### src/rtl/spart_rx.sv
// rtl/spart_rx.sv - SPART 8N1 receiver with 16x oversampling, rda/overrun/frame_err flags
// Optional 2-of-3 bit voting at ticks 7/8/9 is enabled by defining SPART_RX_MAJORITY_EN.
module spart_rx (
  input  logic       clk,
  input  logic       rst,
  input  logic       enable,
  input  logic       rxd,
  input  logic       clr_rda,
  output logic [7:0] rx_data,
  output logic       rda,
  output logic       overrun,
  output logic       frame_err,
  output logic       busy
);

  localparam int OSR = 16;
  localparam logic [3:0] TICK_LAST = 4'(OSR - 1);

  localparam logic [2:0] IDLE      = 3'd0;
  localparam logic [2:0] START     = 3'd1;
  localparam logic [2:0] DATA      = 3'd2;
  localparam logic [2:0] STOP      = 3'd3;
  localparam logic [2:0] WAIT_IDLE = 3'd4;

  logic       rxd_m, rxd_s;
  logic [2:0] state, state_nxt;
  logic [3:0] tick_cnt, tick_nxt;
  logic [2:0] bit_cnt;
  logic [7:0] shreg;
  logic       s8;
  logic       bit_val;
  logic       stop_tick;
  logic       load, ferr_set;

`ifdef SPART_RX_MAJORITY_EN
  logic s7;
  assign bit_val = (s7 & s8) | (s7 & rxd_s) | (s8 & rxd_s);
`else
  assign bit_val = s8;
`endif

  // The tick numbering counts the detection enable as tick 0, so every
  // decision keys off the value the counter is about to take.
  assign tick_nxt  = tick_cnt + 4'd1;
  assign stop_tick = enable && (state == STOP) && (tick_nxt == 4'd9);
  assign load      = stop_tick && bit_val;
  assign ferr_set  = stop_tick && !bit_val;

  always_comb begin
    state_nxt = state;
    case (state)
      IDLE:      if (enable && !rxd_s) state_nxt = START;
      START: begin
        if (enable) begin
          if ((tick_nxt == 4'd8) && rxd_s) state_nxt = IDLE;
          else if (tick_cnt == TICK_LAST)  state_nxt = DATA;
        end
      end
      DATA:      if (enable && (tick_cnt == TICK_LAST) && (bit_cnt == 3'd7)) state_nxt = STOP;
      STOP:      if (stop_tick) state_nxt = bit_val ? IDLE : WAIT_IDLE;
      WAIT_IDLE: if (enable && rxd_s) state_nxt = IDLE;
      default:   state_nxt = IDLE;
    endcase
  end

  always_ff @(posedge clk or posedge rst) begin
    if (rst) begin
      rxd_m     <= 1'b1;
      rxd_s     <= 1'b1;
      state     <= IDLE;
      busy      <= 1'b0;
      tick_cnt  <= 4'd0;
      bit_cnt   <= 3'd0;
      shreg     <= 8'h00;
      s8        <= 1'b0;
`ifdef SPART_RX_MAJORITY_EN
      s7        <= 1'b0;
`endif
      rx_data   <= 8'h00;
      rda       <= 1'b0;
      overrun   <= 1'b0;
      frame_err <= 1'b0;
    end else begin
      rxd_m <= rxd;
      rxd_s <= rxd_m;
      state <= state_nxt;
      busy  <= (state_nxt != IDLE);

      if (enable) begin
        if (state == IDLE) tick_cnt <= 4'd0;
        else               tick_cnt <= tick_nxt;

        if ((state == DATA) || (state == STOP)) begin
`ifdef SPART_RX_MAJORITY_EN
          if (tick_nxt == 4'd7) s7 <= rxd_s;
`endif
          if (tick_nxt == 4'd8) s8 <= rxd_s;
        end

        if ((state == START) && (tick_cnt == TICK_LAST)) bit_cnt <= 3'd0;

        if (state == DATA) begin
          if (tick_nxt == 4'd9)        shreg   <= {bit_val, shreg[7:1]};
          if (tick_cnt == TICK_LAST)   bit_cnt <= bit_cnt + 3'd1;
        end
      end

      if (load) rx_data <= shreg;

      // A load in the same cycle as a buffer read keeps rda set and suppresses overrun.
      if (load)         rda <= 1'b1;
      else if (clr_rda) rda <= 1'b0;

      if (load && rda && !clr_rda) overrun <= 1'b1;
      else if (clr_rda)            overrun <= 1'b0;

      if (ferr_set)     frame_err <= 1'b1;
      else if (clr_rda) frame_err <= 1'b0;
    end
  end

endmodule

### config.mk
export PLATFORM = sky130hd
export DESIGN_NAME = spart_rx
export DESIGN_NICKNAME = d
export VERILOG_FILES = /design/src/rtl/spart_rx.sv
export SDC_FILE = /design/constraint.sdc
export NUM_CORES = 1
export LEC_CHECK = 0
export ABC_AREA = 1
export CAP_MARGIN = 15
export CORE_ASPECT_RATIO = 1.1
export CORE_MARGIN = 2
export CORE_UTILIZATION = 40
export CTS_CLUSTER_SIZE = 16
export DETAILED_ROUTE_END_ITERATION = 8
export GPL_TIMING_DRIVEN = 1
export SYNTH_ARGS = -nofsm -noshare
export SYNTH_HDL_FRONTEND = slang
export SYNTH_SLANG_ARGS = --single-unit
export TNS_END_PERCENT = 50
### constraint.sdc
create_clock -name clk -period 3.1 [get_ports clk]
set_input_delay 0.775 -clock clk [delete_from_list [all_inputs] [get_ports clk]]
set_output_delay 0.775 -clock clk [all_outputs]
set_load 0.05 [all_outputs]
**After elaboration in Yosys (flattened, before gate mapping)**

Index checks and enable logic that the tools add are counted.
W data, S select, Z words.

- Muxes and demuxes: 17
- $add $sub $neg: 2
- Equal/unequal tests: 8
- Reduce and logical (&&, ||, !) cells: 23

Operator list:

| cell | number |
|---|---|
| $mux W3 | 11 |
| $pmux W3 S5 | 1 |
| $eq A4 B4 Y1 const B | 3 |
| $logic_and A1 B1 Y1 | 12 |
| $eq A3 B2 Y1 const B | 2 |
| $eq A3 B3 Y1 const B | 2 |
| $reduce_and A3 Y1 | 2 |
| $reduce_bool A2 Y1 | 3 |
| $add A4 B1 Y4 const B | 1 |
| $mux W1 | 4 |
| $mux W4 | 1 |
| $add A3 B1 Y3 const B | 1 |
| $eq A3 B1 Y1 const B | 1 |
| $logic_not A1 Y1 | 3 |
| $logic_not A3 Y1 | 1 |
| $reduce_bool A3 Y1 | 1 |
| $logic_or A1 B1 Y1 | 1 |

- Register bits: 33
- Output and inout bits: 12
- Bits of input ports: 5
- Logic and storage cells: 62

**Longest topological paths before layout**

Gate-level depths: netlist of the first run.

- Depth after elaboration: 7
- Depth in mapped cells: 10
- Depth with buffers taken out: 9

**Least setup slack after synthesis of the first run**

Ideal clock, no wire load.

- Kind: register -> register
- Start point: reg tick_cnt[0]
- End point: reg rx_data[7]
- Buffers on the path: 1
- Stages on the path, launching flop included: 9
- Data required time: 2.980 ns
- Setup time: 0.120 ns
- Arrival: 1.542 ns
- Slack: 1.439 ns
- Cell sequence: dfrtp_1 -> ha_1 -> xnor2_2 -> nand4_2 -> inv_2 -> nand2_2 -> buf_6 -> nand2_1 -> o21ai_2

- Longest elaborated chain between the ends: 4

RTL lines:

| item | line | RTL |
|---|---|---|
| from (decl) | 27 | `logic [3:0] tick_cnt, tick_nxt;` |
| from (signal assigned) | 91 | `else tick_cnt <= tick_nxt;` |
| $add A4 B1 Y4 | 44 | `assign tick_nxt = tick_cnt + 4'd1;` |
| $eq A4 B4 Y1 | 45 | `assign stop_tick = enable && (state == STOP) && (tick_nxt == 4'd9);` |
| $logic_and A1 B1 Y1 | 45 |  |
| $logic_and A1 B1 Y1 | 46 | `assign load = stop_tick && bit_val;` |
| to (signal assigned) | 108 | `if (load) rx_data <= shreg;` |
| to (decl) | 9 | `output logic [7:0] rx_data,` |

No other way between the ends.
A chain may end at the register's enable or synchronous reset.

**Worst setup path after layout of the first run**

- Start point: reg rda
- End point: out rda

RTL lines:

| item | line | RTL |
|---|---|---|
| from (decl) | 10 | `output logic rda,` |
| from (signal assigned) | 80 | `rda <= 1'b0;` |
| from (signal assigned) | 111 | `if (load) rda <= 1'b1;` |
| from (signal assigned) | 112 | `else if (clr_rda) rda <= 1'b0;` |

No word-level cell between the ends.

==> results of run 1 <==
==> cells in the mapped netlist, types with 2 or more instances <==
library cell	instances
inv_1	30
nand2_1	34
nand3_1	11
o21ai_0	11
dfstp_2	2
a21oi_1	2
nor3_1	4
ha_1	5
nand4_2	2
nand4_1	2
o22ai_1	2
nand2_2	2
dfrtp_1	31
nor2_1	14
o21ai_2	7
==> layer usage <==
| metal | share of wire [%] | vias to the layer above | track usage (%) |
|---|---|---|---|
| met5 | 0 | - | 0 |
| met4 | 2.4 | 0 | 9.72 |
| met3 | 5.2 | 6 | 4.77 |
| met2 | 48 | 33 | 24.6 |
| met1 | 44 | 521 | 18.4 |
| li1 | - | 567 | - |
==> registers in the layout, summed over array words and instances, names as in the netlist <==
register   count
frame_err      1
rxd_s          1
busy           1
rx_data        8
rda            1
state          3
bit_val        1
rxd_m          1
bit_cnt        3
overrun        1
shreg          8
tick_cnt       4
==> layout by cell type, fill, tap and decap left out <==
cell type	netlist	layout
clkinv_2	0	2
inv_2	1	1
dfstp_2	2	2
clkdlybuf4s50_1	0	16
xnor2_2	1	1
nand4_2	2	2
ha_1	5	5
clkinvlp_4	0	1
nand2_1	34	34
a21oi_1	2	2
nand3_1	11	11
clkbuf_8	0	5
nor3_1	4	4
o22ai_1	2	2
o21ai_1	1	1
o21ai_2	7	7
o21ai_0	11	11
buf_4	0	1
inv_1	30	30
nor2_1	14	14
a22o_1	1	1
nand4_1	2	2
nand2_2	2	2
dfrtp_1	31	31
o31ai_1	1	1
==> kinds of logic (layout without fill, tap and decap cells) <==
logic type / Yosys count / after routing / share of synthesized area [%]
DFF: 33 / 33 / 55.0
buffers and inverters: 33 / 56 / 8.81
adders and majority gates: 5 / 5 / 4.16
AOI/OAI and AO/OA: 25 / 25 / 10.6
and+or+nand+nor: 69 / 69 / 20.3
xor gates and xnor gates: 1 / 1 / 1.08
==> final timing paths <==
kind                               end        start  slack (ns)
max in group asynchronous        rxd_m          rst        1.91
min in group asynchronous  tick_cnt[2]          rst        0.86
hold reg to reg                  rxd_s        rxd_m        0.36
setup reg to reg            rx_data[5]  tick_cnt[0]        1.21
hold / removal                   rxd_s        rxd_m        0.36
setup / recovery                   rda          rda        0.84
==> final cells by class <==
type | instances | share of cell area [%]
sequential | 33 | 45.9
timing repair buffer | 17 | 9.29
inverter | 31 | 6.44
clock buffer | 5 | 3.81
multi-input combinational | 100 | 30.1
clock inverter | 3 | 0.970
tap | 50 | 3.47
==> per-stage QoR <==
step                      cells  total power [W]  hold WS, ns  setup WS [ns]
after floorplan             166         0.000735        0.345           1.44
after global placement      231         0.000794        0.346          0.838
after detailed placement    231         0.000809        0.349          0.761
after CTS                   239          0.00113        0.358          0.836
after global routing        239          0.00120        0.364          0.809
final                       239          0.00112        0.356          0.844
==> power breakdown <==
group | leakage (nW) | switching (W) | internal [W]
clock network | 0.0439 | 0.000159 | 0.000155
logic | 0.397 | 0.000178 | 0.0000919
registers | 0.443 | 0.0000524 | 0.000481
total | 0.884 | 0.000390 | 0.000728
==> impl_metrics.yaml, run 1 <==
outcome:
  run_status: "finished clean"
sta:
  finalHoldViolCount: 0
  final_max_slew_viol_count: 0
  grt_setup_unrepaired: "false"
  slew_of_the_pin_with_the_lowest_slew_margin_ns: 0.504
  clock.fmax_mhz: 443
  final-setup-viol-count: 0
  slew-limit-headroom_pct: 66.3
  timing.setup.tns_ns: 0
  fin_clk_skew_ns: 0.00613
  timing.final.crit_share_pct: 72.8
  finalWorstPathRequiredPeriod_ns: 2.26
placed_design:
  gpl.final_weighted_congestion: 0.858
  instance_area_after_placement_um2: 1720
  i_o_buffers: 16
  detailedPlacementHpwl_um: 1970
layout:
  layout.area.seq_um2: 828
  final_nets: 198
  area_growth_pct: 19.9
  antenna_cells: 0
  layout.filler_cells: 366
  layout.cell_area.non_filler_um2: 1810
  fin_util_pct: 49.8
  final_layout_size_suffix_gt1_share_pct: 12.7
  multi_input_area_um2: 544
routing:
  drc: 0
  first_pass_iters: 4
  wire_per_inst_um: 11.4
  via_per_inst: 4.72
  detail_route.iter0.violations: 27
  route.final.wire_length_um: 2720
  drt.antenna.violating_nets: 0
  route.vias.total: 1127
worst_setup_path:
  worst-setup-path-type: "flop to output pin"
  critical_path_depth: 1
  worst_path_largest_cell_delay_ns: 0.81
  worstSetupStartpointType: "flop"
  cp_cell_sequence: "clkdlybuf4s50_1"
  critical_path_arrival_ns: 1.48
  critical-path-slowest-cell: "clkdlybuf4s50_1"
  cp_num_buf_inv: 1
  worst_path_dominant_cell_family: "buffers and inverters"
  cp-end-kind: "output pin"
  critPathRequiredTime_ns: 2.32
  worst-path-max-fanout: 3
  cell_count_of_the_worst_reg_to_reg_path: 7
worst_hold_path:
  hold_depth: 0
  min-delay-path-class: "flop to flop"
floorplanning:
  chipHeight_um: 68.3
  design.portCount: 17
  overall_die_width_um: 62.5
  placement_rows: 23
  floorplan.die_area_um2: 4270
  starting_density_pct: 41.5
  core_area_um2: 3630
pwr:
  cellLeakagePower_nw: 0.884
  power_density_nw_per_um2: 619
  vdd_drop_max_uv: 303
clock_network:
  numCtsBuffers: 5
  max_clock_buf_depth: 2
  root_buffer: "clkbuf_8"
  postCtsSetupRepairBufs: 0
  cts.reportedPaths.clkPinSlew_ns: 0.07
  cts.sink_count: 33
  clock_latency_ns: 0.29
  cts_resized: 0
  htree_num_levels: 2
  cts_hold_repair.buffers: 0
  cts_tree: "yes"
logic_synthesis:
  synth.top_cell.area_share_pct: 51.5
  synth_area_um2: 1510
  part_of_the_yosys_area_used_for_sequential_elements_pct: 55.0
  postSynthNetCount: 176
  synth.top_cells.by_area: "dfrtp_1, nand2_1, inv_1"
  ys_seq_elements: 33
  yosysTopAreaCell: "dfrtp_1"
  asyncSetResetFlopFracSynth_pct: 100
  yosysUniqueCellTypes: 22
  post_synth.cell_area_avg_um2: 9.07
  yosys_warnings: 0
  synth_enable_flop_cells: 0
  postSynth.topFlopCell: "dfrtp_1"
  synthesis.instances: 166
grt:
  global_route.usage.total_pct: 15.4
  gr-total-overflow: 0
  grt_pass1_vias: 1110
  grt_antenna_before_repair: 0
  grt_pass1_wl_um: 5020
  largest_net_degree_at_the_start_of_global_routing: 34
run:
  max_cap_violations: 0
(Power assumes the default switching activity.)
==> run 2, diff against run 1 <==
==> constraint.sdc (replaced) <==
create_clock -name clk -period 2 [get_ports clk]
set_input_delay 0.5 -clock clk [delete_from_list [all_inputs] [get_ports clk]]
set_output_delay 0.5 -clock clk [all_outputs]
set_load 0.05 [all_outputs]
==> impl_metrics.yaml, run 2 (synthesis results as in run 1) <==
grt:
  gr-total-overflow: 0
  gr-usage-met1_pct: 17.9
  grt_pass1_vias: 1166
  met3_usage_pct: 5.43
  global_route.usage.total_pct: 15.7
  grt_antenna_before_repair: 0
  grt_pass1_wl_um: 5000
  largest_net_degree_at_the_start_of_global_routing: 24
  globalRouteMet2Util_pct: 25.9
  global_route.peak_usage_layer: "met2"
sta:
  final_max_slew_viol_count: 0
  timing.final.crit_share_pct: 97.1
  grt_setup_unrepaired: "false"
  clock.fmax_mhz: 515
  timing.setup.tns_ns: 0
  slew-limit-headroom_pct: 67.2
  slew_of_the_pin_with_the_lowest_slew_margin_ns: 0.491
  finalWorstPathRequiredPeriod_ns: 1.94
  finalHoldViolCount: 0
  final-setup-viol-count: 0
  fin_clk_skew_ns: 0.00600
worst_setup_path:
  cell_count_of_the_worst_reg_to_reg_path: 7
  cp-end-kind: "output pin"
  critPathRequiredTime_ns: 1.50
  worst_path_largest_cell_delay_ns: 0.80
  reg2reg_to: "rx_data[7]"
  critPathLaunch: "rx_data[2]"
  worst-path-max-fanout: 2
  worst-setup-path-type: "flop to output pin"
  worstSetupStartpointType: "flop"
  worst_path_dominant_cell_family: "buffers and inverters"
  critical_path.reg2reg.startpoint: "tick_cnt[0]"
  reg2reg_slack_ns: 0.17
  critical-path-slowest-cell: "clkdlybuf4s50_1"
  critical_path_arrival_ns: 1.44
  cp_num_buf_inv: 1
  cp_cell_sequence: "clkdlybuf4s50_1"
floorplanning:
  chipHeight_um: 68.3
  design.portCount: 17
  floorplan.die_area_um2: 4270
  placement_rows: 23
  starting_density_pct: 41.5
  core_area_um2: 3630
  overall_die_width_um: 62.5
layout:
  top_regs: "rx_data (8), shreg (8), tick_cnt (4)"
  layout.filler_cells: 358
  layout_commonest_cell: "nand2_1"
  fin_util_pct: 51.5
  antenna_cells: 0
  final_nets: 205
  area_growth_pct: 24.1
  layout.cells.most_common_list: "nand2_1, dfrtp_1, inv_1"
  final_layout_size_suffix_gt1_share_pct: 18.9
  layout.cell_area.non_filler_um2: 1870
clock_network:
  cts_resized: 0
  root_buffer: "clkbuf_8"
  cts.reportedPaths.clkPinSlew_ns: 0.07
  htree_num_levels: 2
  cts.sink_count: 33
  max_clock_buf_depth: 2
  postCtsSetupRepairBufs: 0
  cts_hold_repair.buffers: 0
  clock_latency_ns: 0.29
  numCtsBuffers: 5
  cts_tree: "yes"
pwr:
  vdd_drop_max_uv: 442
  power_density_nw_per_um2: 924
  cellLeakagePower_nw: 0.939
  switching_share_pct: 34.6
  power.share.clock_pct: 27.9
  switchingPower_w: 0.000597
  power.share.combinational_pct: 24.1
  pwr-share-seq_pct: 48.0
  internal-power_w: 0.00113
routing:
  detail_route.iter0.violations: 56
  drc: 0
  route.vias.total: 1149
  drt.antenna.violating_nets: 0
  first_pass_iters: 4
  route.final.wire_length_um: 2780
  wire_per_inst_um: 11.3
  via_per_inst: 4.67
run:
  max_cap_violations: 0
worst_hold_path:
  hold_path.startpoint: "rxd_m"
  min-delay-path-class: "flop to flop"
  hold_depth: 0
  holdPathEnd: "rxd_s"
placed_design:
  instance_area_after_placement_um2: 1780
  detailedPlacementHpwl_um: 2050
  i_o_buffers: 16
  gpl.final_weighted_congestion: 0.887
outcome:
  run_status: "finished clean"
run 2: changes by cell type in the layout (fill, tap and decap cells not counted), sizes merged:
cell / previous run / this run
buf: 1 / 14
clkdlybuf4s50: 16 / 10
run 2: stage by stage:
step           setup slack [ns]  std cells  hold slack [ns]  total power, W
6_report                 0.0586        246            0.357         0.00173
5_1_grt                  0.0151        246            0.368         0.00185
4_1_cts                  0.0485        246            0.358         0.00175
3_5_place_dp            0.00955        238            0.348         0.00125
3_3_place_gp             0.0776        238            0.346         0.00124
2_1_floorplan             0.339        166            0.345         0.00114
run 2: layer usage:
metal  routed length, µm  vias to the layer above  part of all wire (%)
met1                1270                      542                    46
met2                1340                       18                    48
li1                    -                      583                     -
met3                 100                        6                   3.6
met5                   0                        -                     0
met4                  68                        0                   2.4
run 2: worst max path at each step:
stage	end	slack (ns)	cells past startpoint
after floorplan	rx_data[7]	0.34	8
after global routing	rx_data[7]	0.02	7
final	rx_data[2]	0.06	1
after CTS	rx_data[2]	0.05	1
after global placement	rx_data[4]	0.08	8
after detailed placement	rx_data[7]	0.01	8
run 2: layout make-up:
class | instances | area [µm²] | area share, %
Clock inverter | 3 | 17.5 | 0.938
Multi-Input combinational cell | 100 | 544 | 29.1
Tap cell | 50 | 62.6 | 3.35
Timing Repair Buffer | 24 | 230 | 12.3
Inverter | 31 | 116 | 6.23
Sequential cell | 33 | 828 | 44.3
Clock buffer | 5 | 68.8 | 3.68
run 2: power by group through the flow:
stage	sequential (W)	clock (W)	combinational (W)
after floorplan	0.000855	0	0.000284
after global routing	0.000839	0.000530	0.000484
after CTS	0.000827	0.000504	0.000423
after detailed placement	0.000838	0	0.000417
after global placement	0.000831	0	0.000405
final	0.000828	0.000482	0.000417
